### config.mk
export PLATFORM = sky130hd
export DESIGN_NAME = frame_dump_ctl
export DESIGN_NICKNAME = d
export VERILOG_FILES = /design/src/rtl/frame_dump_ctl.sv
export SDC_FILE = /design/constraint.sdc
export NUM_CORES = 1
export LEC_CHECK = 0
export CORE_MARGIN = 3
export CORE_UTILIZATION = 45
export DETAILED_ROUTE_END_ITERATION = 10
export PLACE_DENSITY = 0.71
export REMOVE_ABC_BUFFERS = 1
export SLEW_MARGIN = 20
export SYNTH_ARGS = -nofsm -noshare
export SYNTH_HDL_FRONTEND = slang
export SYNTH_SLANG_ARGS = --single-unit
### constraint.sdc
create_clock -name i_clk -period 2.95 [get_ports i_clk]
set_input_delay 0.59 -clock i_clk [delete_from_list [all_inputs] [get_ports i_clk]]
set_output_delay 0.59 -clock i_clk [all_outputs]
set_load 0.01 [all_outputs]
### src/rtl/frame_dump_ctl.sv
// frame_dump_ctl: opens and closes a waveform-capture window. The window is
// opened either at a programmed frame number (mode 0) or a programmed number
// of clk cycles after a ROM download ends (mode 1). It is closed after a
// programmed number of frames, or by abort.
//
// state        | meaning
// -------------+------------------------------------------------------
// S_IDLE       | no sequence armed
// S_WAIT_DL    | armed in mode 1, waiting for the download to end
// S_HOLD       | post-download holdoff countdown running
// S_WAIT_FRAME | armed in mode 0, waiting for frame_cnt to hit start_frame
// S_DUMP       | capture window open
// S_DONE       | window closed after num_frames frames
//
// SYNC_STAGES must be 2 or 3.
module frame_dump_ctl #(
  parameter int HOLDOFF_W   = 16,
  parameter int SYNC_STAGES = 2
) (
  input  logic                 i_clk,
  input  logic                 i_rst_n,
  input  logic                 i_vs,
  input  logic                 i_downloading,
  input  logic                 i_arm,
  input  logic                 i_abort,
  input  logic                 i_mode,
  input  logic [31:0]          i_start_frame,
  input  logic [15:0]          i_num_frames,
  input  logic [HOLDOFF_W-1:0] i_holdoff,
  output logic [31:0]          o_frame_cnt,
  output logic                 o_dump_en,
  output logic                 o_dump_start,
  output logic                 o_dump_stop,
  output logic                 o_busy,
  output logic                 o_done
);

  typedef enum logic [2:0] {
    S_IDLE       = 3'd0,
    S_WAIT_DL    = 3'd1,
    S_HOLD       = 3'd2,
    S_WAIT_FRAME = 3'd3,
    S_DUMP       = 3'd4,
    S_DONE       = 3'd5
  } state_t;

  localparam logic [HOLDOFF_W-1:0] LP_HOLD_ONE = HOLDOFF_W'(1);

  // synchronizers and falling-edge detection
  logic [SYNC_STAGES-1:0] r_vs_sync;
  logic [SYNC_STAGES-1:0] r_dl_sync;
  logic                   r_vs_prev;
  logic                   r_dl_prev;
  logic                   r_vs_fall;
  logic                   r_dl_fall;

  // frame counter and latched configuration
  logic [31:0]          r_frame_cnt;
  logic                 r_cfg_mode;
  logic [31:0]          r_cfg_start;
  logic [15:0]          r_cfg_num;
  logic [HOLDOFF_W-1:0] r_cfg_holdoff;

  // sequencer state
  state_t               r_state;
  logic [HOLDOFF_W-1:0] r_hold;
  logic [15:0]          r_wcnt;
  logic                 r_dump_en;
  logic                 r_dump_start;
  logic                 r_dump_stop;
  logic                 r_busy;
  logic                 r_done;

  // next-state signals
  state_t               w_state_nxt;
  logic [HOLDOFF_W-1:0] w_hold_nxt;
  logic [15:0]          w_wcnt_nxt;
  logic                 w_en_nxt;
  logic                 w_start_nxt;
  logic                 w_stop_nxt;
  logic                 w_cfg_load;
  logic [31:0]          w_frame_inc;
  logic [15:0]          w_wcnt_inc;

  assign w_frame_inc = r_frame_cnt + 32'd1;
  assign w_wcnt_inc  = r_wcnt + 16'd1;

  // Two-flop (or three) synchronizers; the fall flags are registered so each
  // is a clean one-cycle pulse SYNC_STAGES+1 cycles after the input edge.
  always_ff @(posedge i_clk or negedge i_rst_n) begin
    if (!i_rst_n) begin
      r_vs_sync <= '0;
      r_dl_sync <= '0;
      r_vs_prev <= 1'b0;
      r_dl_prev <= 1'b0;
      r_vs_fall <= 1'b0;
      r_dl_fall <= 1'b0;
    end else begin
      r_vs_sync <= {r_vs_sync[SYNC_STAGES-2:0], i_vs};
      r_dl_sync <= {r_dl_sync[SYNC_STAGES-2:0], i_downloading};
      r_vs_prev <= r_vs_sync[SYNC_STAGES-1];
      r_dl_prev <= r_dl_sync[SYNC_STAGES-1];
      r_vs_fall <= r_vs_prev & ~r_vs_sync[SYNC_STAGES-1];
      r_dl_fall <= r_dl_prev & ~r_dl_sync[SYNC_STAGES-1];
    end
  end

  // Free-running frame counter, counts in every state and wraps naturally.
  always_ff @(posedge i_clk or negedge i_rst_n) begin
    if (!i_rst_n) begin
      r_frame_cnt <= '0;
    end else if (r_vs_fall) begin
      r_frame_cnt <= w_frame_inc;
    end
  end

  // Configuration is frozen when a sequence is accepted.
  always_ff @(posedge i_clk or negedge i_rst_n) begin
    if (!i_rst_n) begin
      r_cfg_mode    <= 1'b0;
      r_cfg_start   <= '0;
      r_cfg_num     <= '0;
      r_cfg_holdoff <= '0;
    end else if (w_cfg_load) begin
      r_cfg_mode    <= i_mode;
      r_cfg_start   <= i_start_frame;
      r_cfg_num     <= i_num_frames;
      r_cfg_holdoff <= i_holdoff;
    end
  end

  // Next-state and output decode; abort overrides everything else.
  always_comb begin
    w_state_nxt = r_state;
    w_hold_nxt  = r_hold;
    w_wcnt_nxt  = r_wcnt;
    w_en_nxt    = r_dump_en;
    w_start_nxt = 1'b0;
    w_stop_nxt  = 1'b0;
    w_cfg_load  = 1'b0;

    if (i_abort) begin
      w_stop_nxt  = (r_state == S_DUMP);
      w_en_nxt    = 1'b0;
      w_state_nxt = S_IDLE;
    end else begin
      case (r_state)
        S_IDLE, S_DONE: begin
          if (i_arm) begin
            w_cfg_load  = 1'b1;
            w_state_nxt = i_mode ? S_WAIT_DL : S_WAIT_FRAME;
          end
        end
        S_WAIT_DL: begin
          if (r_dl_fall) begin
            if (r_cfg_holdoff == '0) begin
              // zero holdoff: open on the cycle right after the fall
              w_state_nxt = S_DUMP;
              w_en_nxt    = 1'b1;
              w_start_nxt = 1'b1;
              w_wcnt_nxt  = '0;
            end else begin
              // one cycle of the holdoff is spent entering HOLD
              w_hold_nxt  = r_cfg_holdoff - LP_HOLD_ONE;
              w_state_nxt = S_HOLD;
            end
          end
        end
        S_HOLD: begin
          if (r_hold == '0) begin
            w_state_nxt = S_DUMP;
            w_en_nxt    = 1'b1;
            w_start_nxt = 1'b1;
            w_wcnt_nxt  = '0;
          end else begin
            w_hold_nxt = r_hold - LP_HOLD_ONE;
          end
        end
        S_WAIT_FRAME: begin
          if (r_vs_fall && (w_frame_inc == r_cfg_start)) begin
            w_state_nxt = S_DUMP;
            w_en_nxt    = 1'b1;
            w_start_nxt = 1'b1;
            w_wcnt_nxt  = '0;
          end
        end
        S_DUMP: begin
          if (r_vs_fall) begin
            w_wcnt_nxt = w_wcnt_inc;
            if ((r_cfg_num != 16'd0) && (w_wcnt_inc == r_cfg_num)) begin
              w_state_nxt = S_DONE;
              w_en_nxt    = 1'b0;
              w_stop_nxt  = 1'b1;
            end
          end
        end
        default: begin
          w_state_nxt = S_IDLE;
          w_en_nxt    = 1'b0;
        end
      endcase
    end
  end

  // State register and registered outputs.
  always_ff @(posedge i_clk or negedge i_rst_n) begin
    if (!i_rst_n) begin
      r_state      <= S_IDLE;
      r_hold       <= '0;
      r_wcnt       <= '0;
      r_dump_en    <= 1'b0;
      r_dump_start <= 1'b0;
      r_dump_stop  <= 1'b0;
      r_busy       <= 1'b0;
      r_done       <= 1'b0;
    end else begin
      r_state      <= w_state_nxt;
      r_hold       <= w_hold_nxt;
      r_wcnt       <= w_wcnt_nxt;
      r_dump_en    <= w_en_nxt;
      r_dump_start <= w_start_nxt;
      r_dump_stop  <= w_stop_nxt;
      r_busy       <= (w_state_nxt != S_IDLE) && (w_state_nxt != S_DONE);
      r_done       <= (w_state_nxt == S_DONE);
    end
  end

  assign o_frame_cnt  = r_frame_cnt;
  assign o_dump_en    = r_dump_en;
  assign o_dump_start = r_dump_start;
  assign o_dump_stop  = r_dump_stop;
  assign o_busy       = r_busy;
  assign o_done       = r_done;

  // r_cfg_mode is kept for visibility of the armed sequence; the mode itself
  // is consumed at arm time to pick the waiting state.
  logic w_unused;
  assign w_unused = r_cfg_mode;

endmodule

==> results of run 1 <==
## final cells by class
cell class	count	area, um2	area share (%)
multi-input cells	604	4370	41.4
well taps	225	282	2.67
repair buffers	173	1620	15.4
clock buffers	17	425	4.04
flip-flops and latches	144	3610	34.2
clock inverters	15	201	1.91
inverters	10	37.5	0.356
## logic make-up after synthesis
family,synth area share [%]
DFF,44.2
buffers and inverters,3.13
muxes,11.0
and+or+nand+nor,17.6
adders and majority gates,0.460
xor gates and xnor gates,11.2
AOI/OAI and AO/OA,12.4
## flip-flops by register name (all words and copies together), names as in the netlist, 2 cells and up
name / flops
r_cfg_holdoff: 16
r_vs_sync: 2
r_dl_sync: 2
r_hold: 16
r_cfg_num: 16
r_state: 3
r_cfg_start: 32
o_frame_cnt: 32
r_wcnt: 16
## per-layer routing
metal,up-vias,share of wire (%)
li1,3252,-
met1,3395,44
met2,212,48
met3,47,6.1
met4,0,2.2
met5,-,0
## per-stage QoR
step | hold slack [ns] | worst slack, ns
after detailed placement | 0.344 | 0.0356
after CTS | 0.117 | 0.0180
after global placement | 0.356 | 0.163
final | 0.104 | 0.165
after global routing | 0.138 | 0.00612
after floorplan | 0.294 | -1.41
## timing repair
| action | in CTS | in global routing |
|---|---|---|
| setup endpoints to repair | 0 | 33 |
| buffers inserted | 0 | 5 |
| gates resized for setup | 0 | 13 |
## cells in the mapped netlist, types with 4 or more instances
cell / number / area [um2]
a21oi_1: 48 / 240
a31oi_1: 14 / 87.6
a41oi_1: 11 / 96.3
and2_1: 8 / 50.1
and3_1: 14 / 87.6
and4_1: 11 / 96.3
buf_2: 14 / 70.1
buf_4: 4 / 30.0
clkbuf_1: 26 / 97.6
dfrtp_1: 144 / 3600
inv_1: 10 / 37.5
mux2_2: 66 / 743
mux2i_1: 15 / 150
nand2_1: 56 / 210
nand2b_1: 7 / 43.8
nand3_1: 32 / 160
nand4_1: 20 / 125
nor2_1: 51 / 191
nor2b_1: 6 / 37.5
nor3_1: 25 / 125
nor4_1: 10 / 62.6
nor4_2: 4 / 50.1
o2111ai_1: 4 / 35.0
o211ai_1: 4 / 30.0
o21a_1: 4 / 30.0
o21ai_0: 19 / 95.1
o311a_1: 5 / 50.1
o31ai_1: 4 / 30.0
o32ai_1: 6 / 52.6
xnor2_1: 60 / 526
xor2_1: 44 / 385
## worst min path at each step
stage                  from            to  slack, ns
2_1_floorplan       i_rst_n        o_busy       0.29
3_3_place_gp   r_vs_sync[0]  r_vs_sync[1]       0.36
3_5_place_dp   r_vs_sync[0]  r_vs_sync[1]       0.34
4_1_cts             i_rst_n    r_hold[11]       0.12
5_1_grt             i_rst_n    r_hold[12]       0.14
6_report            i_rst_n     r_hold[9]       0.10
## power by group through the flow
| stage | Combinational, uW | Clock [uW] | Sequential (uW) |
|---|---|---|---|
| floorplan | 1190 | 0 | 2810 |
| detailed placement | 1800 | 0 | 2890 |
| finish | 1820 | 2310 | 2870 |
| CTS | 1820 | 2350 | 2860 |
| global route | 2030 | 2430 | 2930 |
| global placement | 1770 | 0 | 2880 |
## layout by cell type (no fill, tap or decap), types with 32 or more instances in the layout
| cell type | netlist | final |
|---|---|---|
| nor2_1 | 51 | 50 |
| dfrtp_1 | 144 | 141 |
| buf_4 | 4 | 62 |
| clkdlybuf4s50_1 | 0 | 106 |
| mux2_2 | 66 | 66 |
| a21oi_1 | 48 | 48 |
| nand2_1 | 56 | 56 |
| xnor2_1 | 60 | 60 |
| nand3_1 | 32 | 32 |
| xor2_1 | 44 | 44 |
==> run_results.csv, run 1 <==
group,metric,value,unit
logic_synthesis,syn_area,8150,um2
setup_path,setup.worst_path.end,"r_hold[11]",
drt,wl_per_cell,17.7,um
pwr,p_leak,0.00426,uW
sta,maxSlewHeadroom,63.7,%
grt,grt_overflow,0,
logic_synthesis,synthFlopType,"dfrtp_1",
setup_path,critPathRequiredTime,3.27,ns
drt,via_per_inst,5.81,
drt,dr_total_vias,6906,
sta,finalSetupViolCount,0,
clock_tree,cts_buffer_depth,2,
grt,met1_usage,29.1,%
cells_and_area,final_cell_area,10500,um2
cells_and_area,fillerInstances,1487,
logic_synthesis,ys_types,69,
logic_synthesis,syn_avg_cell_area,10.1,um2
pwr,combPwrFrac,26.1,%
pwr,seqPwrFrac,41.0,%
placement,dpl_cell_area,9820,um2
grt,top_usage_layer,"met2",
floorplanning,initial_core_util,46.5,%
logic_synthesis,synth_edf_count,0,
sta,final.period_utilization,94.4,%
cells_and_area,syn_to_final_growth,29.2,%
grt,grt_pass1_vias,6940,
pwr,power.internal,4750,uW
pwr,power_density,665,nW/um2
grt,grtUsageTotal,21.8,%
placement,io_buffers,107,
sta,finalClockSkew,0.00903,ns
pwr,sw_frac_of_total,32.2,%
cells_and_area,finalNonFillerCells,1188,
logic_synthesis,yosysWarnings,0,
cells_and_area,nets,1024,
grt,antenna_found_initial,0,
drt,drt_first_pass_iters,5,
setup_path,worstSetupPathType,"reg2reg",
setup_path,end_kind,"flip-flop",
clock_tree,cts_made_buffers,17,
min_path,min_path_type,"in2async",
pwr,power,7000,uW
sta,period_needed,2.78,ns
setup_path,slowest_delay,0.59,ns
job,drv_cap,0,
setup_path,r2r_start,"r_hold[2]",
pwr,p_sw,2250,uW
clock_tree,cts_hold_buf,0,
drt,drt_iter0_markers,587,
sta,worst_pin_slew,0.545,ns
floorplanning,fp.dieH,141,um
floorplanning,die_area,19800,um2
grt,grt_pass1_wl,34900,um
setup_path,crit_slowest_cell,"or4_1",
cells_and_area,diodes,0,
sta,max_freq,359,MHz
floorplanning,die_w,141,um
setup_path,cp.depth,8,
clock_tree,cts.clk_slew.worst_paths,0.07,ns
clock_tree,cts_sinks,144,
logic_synthesis,synth-seq-cells,144,
run_status,status,"finished clean",
setup_path,ff2ff_path_depth,8,
setup_path,worst_setup_path_start_kind,"flip-flop",
pwr,p_clk_share,32.9,%
clock_tree,worstSkewPairLatency,0.44,ns
clock_tree,h-tree-depth,4,
setup_path,r2r_setup_slack,0.17,ns
grt,grtUsageMet2,34.8,%
drt,drc,0,
cells_and_area,drive_above_1_share,20.4,%
setup_path,crit_path_start,"r_hold[2]",
sta,slew_viol_final,0,
floorplanning,rows,48,
drt,totalWireLength,21000,um
placement,dp_cells,1151,
clock_tree,cts_root_buf,"clkbuf_16",
drt,drtAntennaViolNets,0,
pwr,irDropWorstVdd,0.000402,V
logic_synthesis,synth-seq-area-share,44.2,%
setup_path,worstReg2RegEnd,"r_hold[11]",
setup_path,critPathBufInv,1,
grt,grt_max_degree,54,
logic_synthesis,syn_inst,805,
cells_and_area,final_util,60.1,%
setup_path,path_cells,"or4_1, or4_4, o41ai_2, a21oi_1, nand2b_1, buf_4, nor3_1, a221o_1",
clock_tree,cts_tree,"done",
setup_path,crit_fanout,11,
placement,gp_congestion,0.855,
setup_path,arrival,3.10,ns
sta,setup_tns,0,ns
sta,rsz0062_at_grt,"no",
setup_path,cp_top_family,"simple AND/OR/NAND/NOR gates",
floorplanning,io_pins,108,
logic_synthesis,synthArstFlopShare,100,%
placement,hpwl,15100,um
floorplanning,core,17500,um2
grt,globalRouteMet3Util,5.63,%
sta,hold_viol,0,
No activity file was read; power rests on OpenSTA's default activity.
==> run 2: changes to the inputs <==
Settings changed: SETUP_SLACK_MARGIN set to 0.4.
==> run 2 against run 1 <==
Compared with the run above: non-clock buffer count increased by 43; highest routed layer unchanged; power grew 6.5%; flip-flop and latch count unchanged; critical path depth is 1 higher; largest cell class unchanged.
==> run_results.csv, run 2 (synthesis gave the netlist of run 1 again) <==
group,metric,value,unit
clock_tree,cts_root_buf,"clkbuf_16",
sta,finalClockSkew,0.00880,ns
sta,worst_pin_slew,0.648,ns
clock_tree,cts.clk_slew.worst_paths,0.07,ns
setup_path,worst_setup_path_start_kind,"flip-flop",
setup_path,crit_path_start,"o_frame_cnt[0]",
drt,drt_iter0_markers,517,
sta,max_freq,373,MHz
drt,via_per_inst,5.92,
clock_tree,cts_sinks,144,
cells_and_area,diodes,0,
cells_and_area,nets,1067,
sta,maxSlewHeadroom,56.8,%
setup_path,end_kind,"flip-flop",
setup_path,worstSetupPathType,"reg2reg",
placement,hpwl,15100,um
floorplanning,die_area,19800,um2
drt,dr_total_vias,7282,
floorplanning,die_w,141,um
setup_path,critPathRequiredTime,3.29,ns
clock_tree,cts_buffer_depth,2,
setup_path,arrival,3.02,ns
grt,grt_overflow,0,
drt,route.met2.wl,11200,um
drt,drt_first_pass_iters,7,
floorplanning,rows,48,
drt,totalWireLength,23100,um
floorplanning,initial_core_util,46.5,%
cells_and_area,syn_to_final_growth,39.6,%
pwr,p_leak,0.00463,uW
drt,drtAntennaViolNets,0,
floorplanning,core,17500,um2
setup_path,ff2ff_path_depth,9,
grt,grtUsageTotal,23.1,%
grt,grt_pass1_wl,36800,um
sta,hold_slack,0.105,ns
grt,grt_pass1_vias,7329,
sta,period_needed,2.68,ns
drt,drc,0,
run_status,status,"finished clean",
cells_and_area,final_cell_mix,"dfrtp_1, clkdlybuf4s50_1, buf_4, mux2_2, xnor2_1",
placement,io_buffers,107,
setup_path,crit_fanout,5,
sta,slew_viol_final,0,
sta,hold_viol,0,
grt,grt_max_degree,54,
pwr,power,7460,uW
drt,maxUsedRoutingLayer,"met4",
drt,drt-met1-wl,9810,um
sta,rsz0062_at_grt,"yes",
cells_and_area,drive_above_1_share,30.1,%
pwr,power_density,655,nW/um2
drt,route.met3.wl,1460,um
setup_path,r2r_setup_slack,0.27,ns
setup_path,r2r_start,"o_frame_cnt[0]",
clock_tree,cts_tree,"done",
pwr,irDropWorstVdd,0.000414,V
setup_path,worstReg2RegEnd,"o_dump_start",
floorplanning,fp.dieH,141,um
clock_tree,cts_made_buffers,17,
clock_tree,h-tree-depth,4,
placement,gp_congestion,0.855,
job,drv_cap,0,
min_path,min_path_type,"in2async",
cells_and_area,layout_commonest_cell,"dfrtp_1",
sta,final.period_utilization,90.8,%
drt,wl_per_cell,18.8,um
floorplanning,io_pins,108,
clock_tree,worstSkewPairLatency,0.44,ns
grt,antenna_found_initial,0,
sta,finalSetupViolCount,0,
## run 2: changes by cell type in the layout (fill, tap and decap cells not counted), moves of 7 or more
cell / delta
buf_4: +29
dfrtp_1: -10
dfrtp_2: +10
a21oi_1: -9
a21oi_2: +9
buf_6: +9
nor3_1: -7
## run 2: power breakdown
group | leakage [uW] | switching, uW | total [uW] | internal (uW)
combinational | 0.00254 | 988 | 2210 | 1220
clock | 0.000310 | 948 | 2310 | 1360
sequential | 0.00179 | 531 | 2940 | 2410
total | 0.00463 | 2470 | 7460 | 4990
## run 2: worst max-delay path, stage by stage, from the launching register on
cell and delay [ns]:
dfrtp_2 0.43, nand4_4 0.12, or4_4 0.61, nor3_4 0.19
xnor2_1 0.10, nor4_2 0.28, o2111ai_2 0.21, buf_4 0.18
o311a_4 0.32, nor4_2 0.14
## run 2: worst max path at each step
stage	end	slack, ns	cells after the start
4_1_cts	o_done	0.31	10
3_5_place_dp	o_done	0.04	10
2_1_floorplan	r_hold[12]	-1.41	9
5_1_grt	o_done	0.14	8
6_report	o_dump_start	0.27	9
3_3_place_gp	o_done	0.16	10
## run 2: layout make-up
cell class,count,area [um2]
Timing Repair Buffer,216,2030
Fill cell,1369,6150
Clock inverter,15,201
Inverter,10,37.5
Tap cell,225,282
Sequential cell,144,3620
Multi-Input combinational cell,604,4790
Clock buffer,17,425
## run 2: timing repair
action / 4_1_cts / 5_1_grt
pin swaps: 26 / 34
endpoints found under the setup margin: 39 / 39
hold buffers: 0 / 0
gates resized for setup: 60 / 63
cloned: 1 / 0
setup buffers: 26 / 21
## run 2: metal layers
metal  vias up  global-route usage, %
met5         -                      0
met4         0                   8.52
met3        63                   6.17
met2       279                   37.2
met1      3594                   29.9
li1       3346                      -
## run 2: through the flow
stage                     setup TNS [ns]  instance area [um2]  setup slack (ns)  std cells  util (%)
after floorplan                   -92.35                 7940             -1.41        758         -
after global placement                 0                 9820             0.163       1151      56.0
after detailed placement               0                 9820            0.0356       1151      56.0
after CTS                              0                10900             0.310       1210      62.3
after global routing                   0                11400             0.141       1231      64.9
final                                  0                11400             0.272       1231      64.9
==> run 3: changes to the inputs <==
Settings changed: PLACE_DENSITY 0.71 to 0.7.
==> run 3 against run 2 <==
Compared with the run above: die area stayed put; non-clock buffer count is 10 lower; highest routed layer unchanged; first-iteration DRC count did not move; largest cell class unchanged; sequential share of layout area increased by 0.63 points; worst hold slack lost 0.0075 ns; register-to-register slack worse by 0.15 ns; via count shrank 2.6%; maximum frequency down 5.4%; combinational power is 4% lower; final cell count is 0.81% lower; sequential power is essentially flat; critical path type unchanged.
==> run_results.csv, run 3 (synthesis gave the netlist of run 1 again) <==
group,metric,value,unit
job,drv_cap,0,
sta,slew_viol_final,0,
setup_path,path_cells,"buf_6, nand4_4, or4_4, nor2_4, xnor2_1, nor4b_2, nand4_1, buf_4, o311a_1, nor4_2",
setup_path,r2r_setup_slack,0.12,ns
sta,maxSlewHeadroom,66.5,%
floorplanning,initial_core_util,46.5,%
placement,hpwl,15000,um
clock_tree,cts_made_buffers,17,
placement,io_buffers,107,
drt,drc,0,
setup_path,r2r_start,"o_frame_cnt[0]",
clock_tree,cts_tree,"done",
cells_and_area,nets,1057,
cells_and_area,syn_to_final_growth,36.6,%
floorplanning,rows,48,
clock_tree,worstSkewPairLatency,0.43,ns
cells_and_area,finalNonFillerCells,1221,
clock_tree,cts.clk_slew.worst_paths,0.06,ns
cells_and_area,layout_commonest_cell,"dfrtp_1",
cells_and_area,seq_area,3610,um2
sta,max_freq,353,MHz
clock_tree,h-tree-depth,4,
sta,period_needed,2.83,ns
sta,finalClockSkew,0.00865,ns
setup_path,slowest_delay,0.61,ns
grt,grt_pass1_vias,6999,
pwr,irDropWorstVdd,0.000603,V
cells_and_area,diodes,0,
cells_and_area,fillerInstances,1379,
drt,drt_iter0_markers,517,
setup_path,worstSetupPathType,"reg2reg",
sta,hold_slack,0.0972,ns
pwr,power_density,647,nW/um2
setup_path,cp_top_family,"simple AND/OR/NAND/NOR gates",
drt,via_per_inst,5.81,
sta,worst_pin_slew,0.499,ns
floorplanning,die_w,141,um
placement,dp_cells,1157,
sta,finalSetupViolCount,0,
grt,grt_pass1_wl,35500,um
drt,drtAntennaViolNets,0,
setup_path,crit_slowest_cell,"or4_4",
sta,rsz0062_at_grt,"yes",
floorplanning,die_area,19800,um2
drt,totalWireLength,22100,um
setup_path,end_kind,"flip-flop",
drt,drt_first_pass_iters,5,
grt,antenna_found_initial,0,
setup_path,critPathBufInv,2,
setup_path,crit_path_start,"o_frame_cnt[0]",
grt,grt_overflow,0,
drt,dr_total_vias,7095,
cells_and_area,drive_above_1_share,27.6,%
pwr,p_leak,0.00451,uW
cells_and_area,multi_input_area,4680,um2
placement,gp_congestion,0.895,
clock_tree,cts_sinks,144,
floorplanning,fp.dieH,141,um
grt,grt_max_degree,52,
grt,grtUsageTotal,22.2,%
min_path,min_path_type,"in2async",
setup_path,arrival,3.16,ns
setup_path,worst_setup_path_start_kind,"flip-flop",
cells_and_area,final_cell_area,11100,um2
floorplanning,io_pins,108,
sta,final.period_utilization,96.0,%
cells_and_area,final_cell_mix,"dfrtp_1, clkdlybuf4s50_1, buf_4, mux2_2, xnor2_1",
placement,dpl_cell_area,9870,um2
clock_tree,cts_root_buf,"clkbuf_16",
run_status,status,"finished clean",
setup_path,critPathRequiredTime,3.28,ns
pwr,power,7210,uW
drt,wl_per_cell,18.1,um
sta,hold_viol,0,
clock_tree,cts_buffer_depth,2,
floorplanning,core,17500,um2
setup_path,crit_fanout,4,
[run 3: cell types whose count changed in the layout (fill, tap and decap cells not counted), moves of 4 or more]
cell / delta
o21ai_0: +4
inv_8: -4
buf_6: +5
dfrtp_1: +6
o32ai_2: +4
clkinvlp_4: +4
buf_4: -13
dfrtp_2: -6
[run 3: routing by layer]
metal	GRT usage, %	up-vias	routed length [um]
li1	-	3312	-
met1	29.2	3501	9540
met2	36.2	238	10800
met3	5.16	44	1300
met4	7.29	0	488
met5	0	-	0
[run 3: through the flow]
| stage | util [%] | setup slack (ns) | setup TNS, ns |
|---|---|---|---|
| after floorplan | - | -1.41 | -92.35 |
| after global placement | 56.3 | 0.150 | 0 |
| after detailed placement | 56.3 | 0.0107 | 0 |
| after CTS | 61.9 | 0.213 | 0 |
| after global routing | 63.5 | 0.0108 | 0 |
| final | 63.5 | 0.119 | 0 |
[run 3: worst paths after layout]
kind | endpoint | depth (start not counted)
worst min-delay path | r_cfg_holdoff[11] | 1
min in group i_clk | r_dl_sync[1] | 0
worst max register to register | o_dump_start | 10
worst min register to register | r_dl_sync[1] | 0
worst max-delay path | o_dump_start | 10
max in group asynchronous | o_frame_cnt[13] | 2
[run 3: timing repair]
item / CTS / global route
pin swaps: 23 / 36
gates resized for setup: 48 / 51
setup buffers: 23 / 8
hold buffers: 0 / 0
gates cloned: 1 / 0
endpoints found under the setup margin: 38 / 36
[run 3: cell type report]
cell class	instances	share of cell area [%]
multi-input combinational	604	42.0
timing repair buffer	206	17.4
clock buffer	21	4.13
tap	225	2.53
inverter	10	0.337
sequential	144	32.4
clock inverter	11	1.17
[run 3: power breakdown]
group / total [uW] / switching [uW] / internal (uW)
registers: 2920 / 507 / 2410
logic: 2120 / 950 / 1170
clock network: 2170 / 874 / 1300
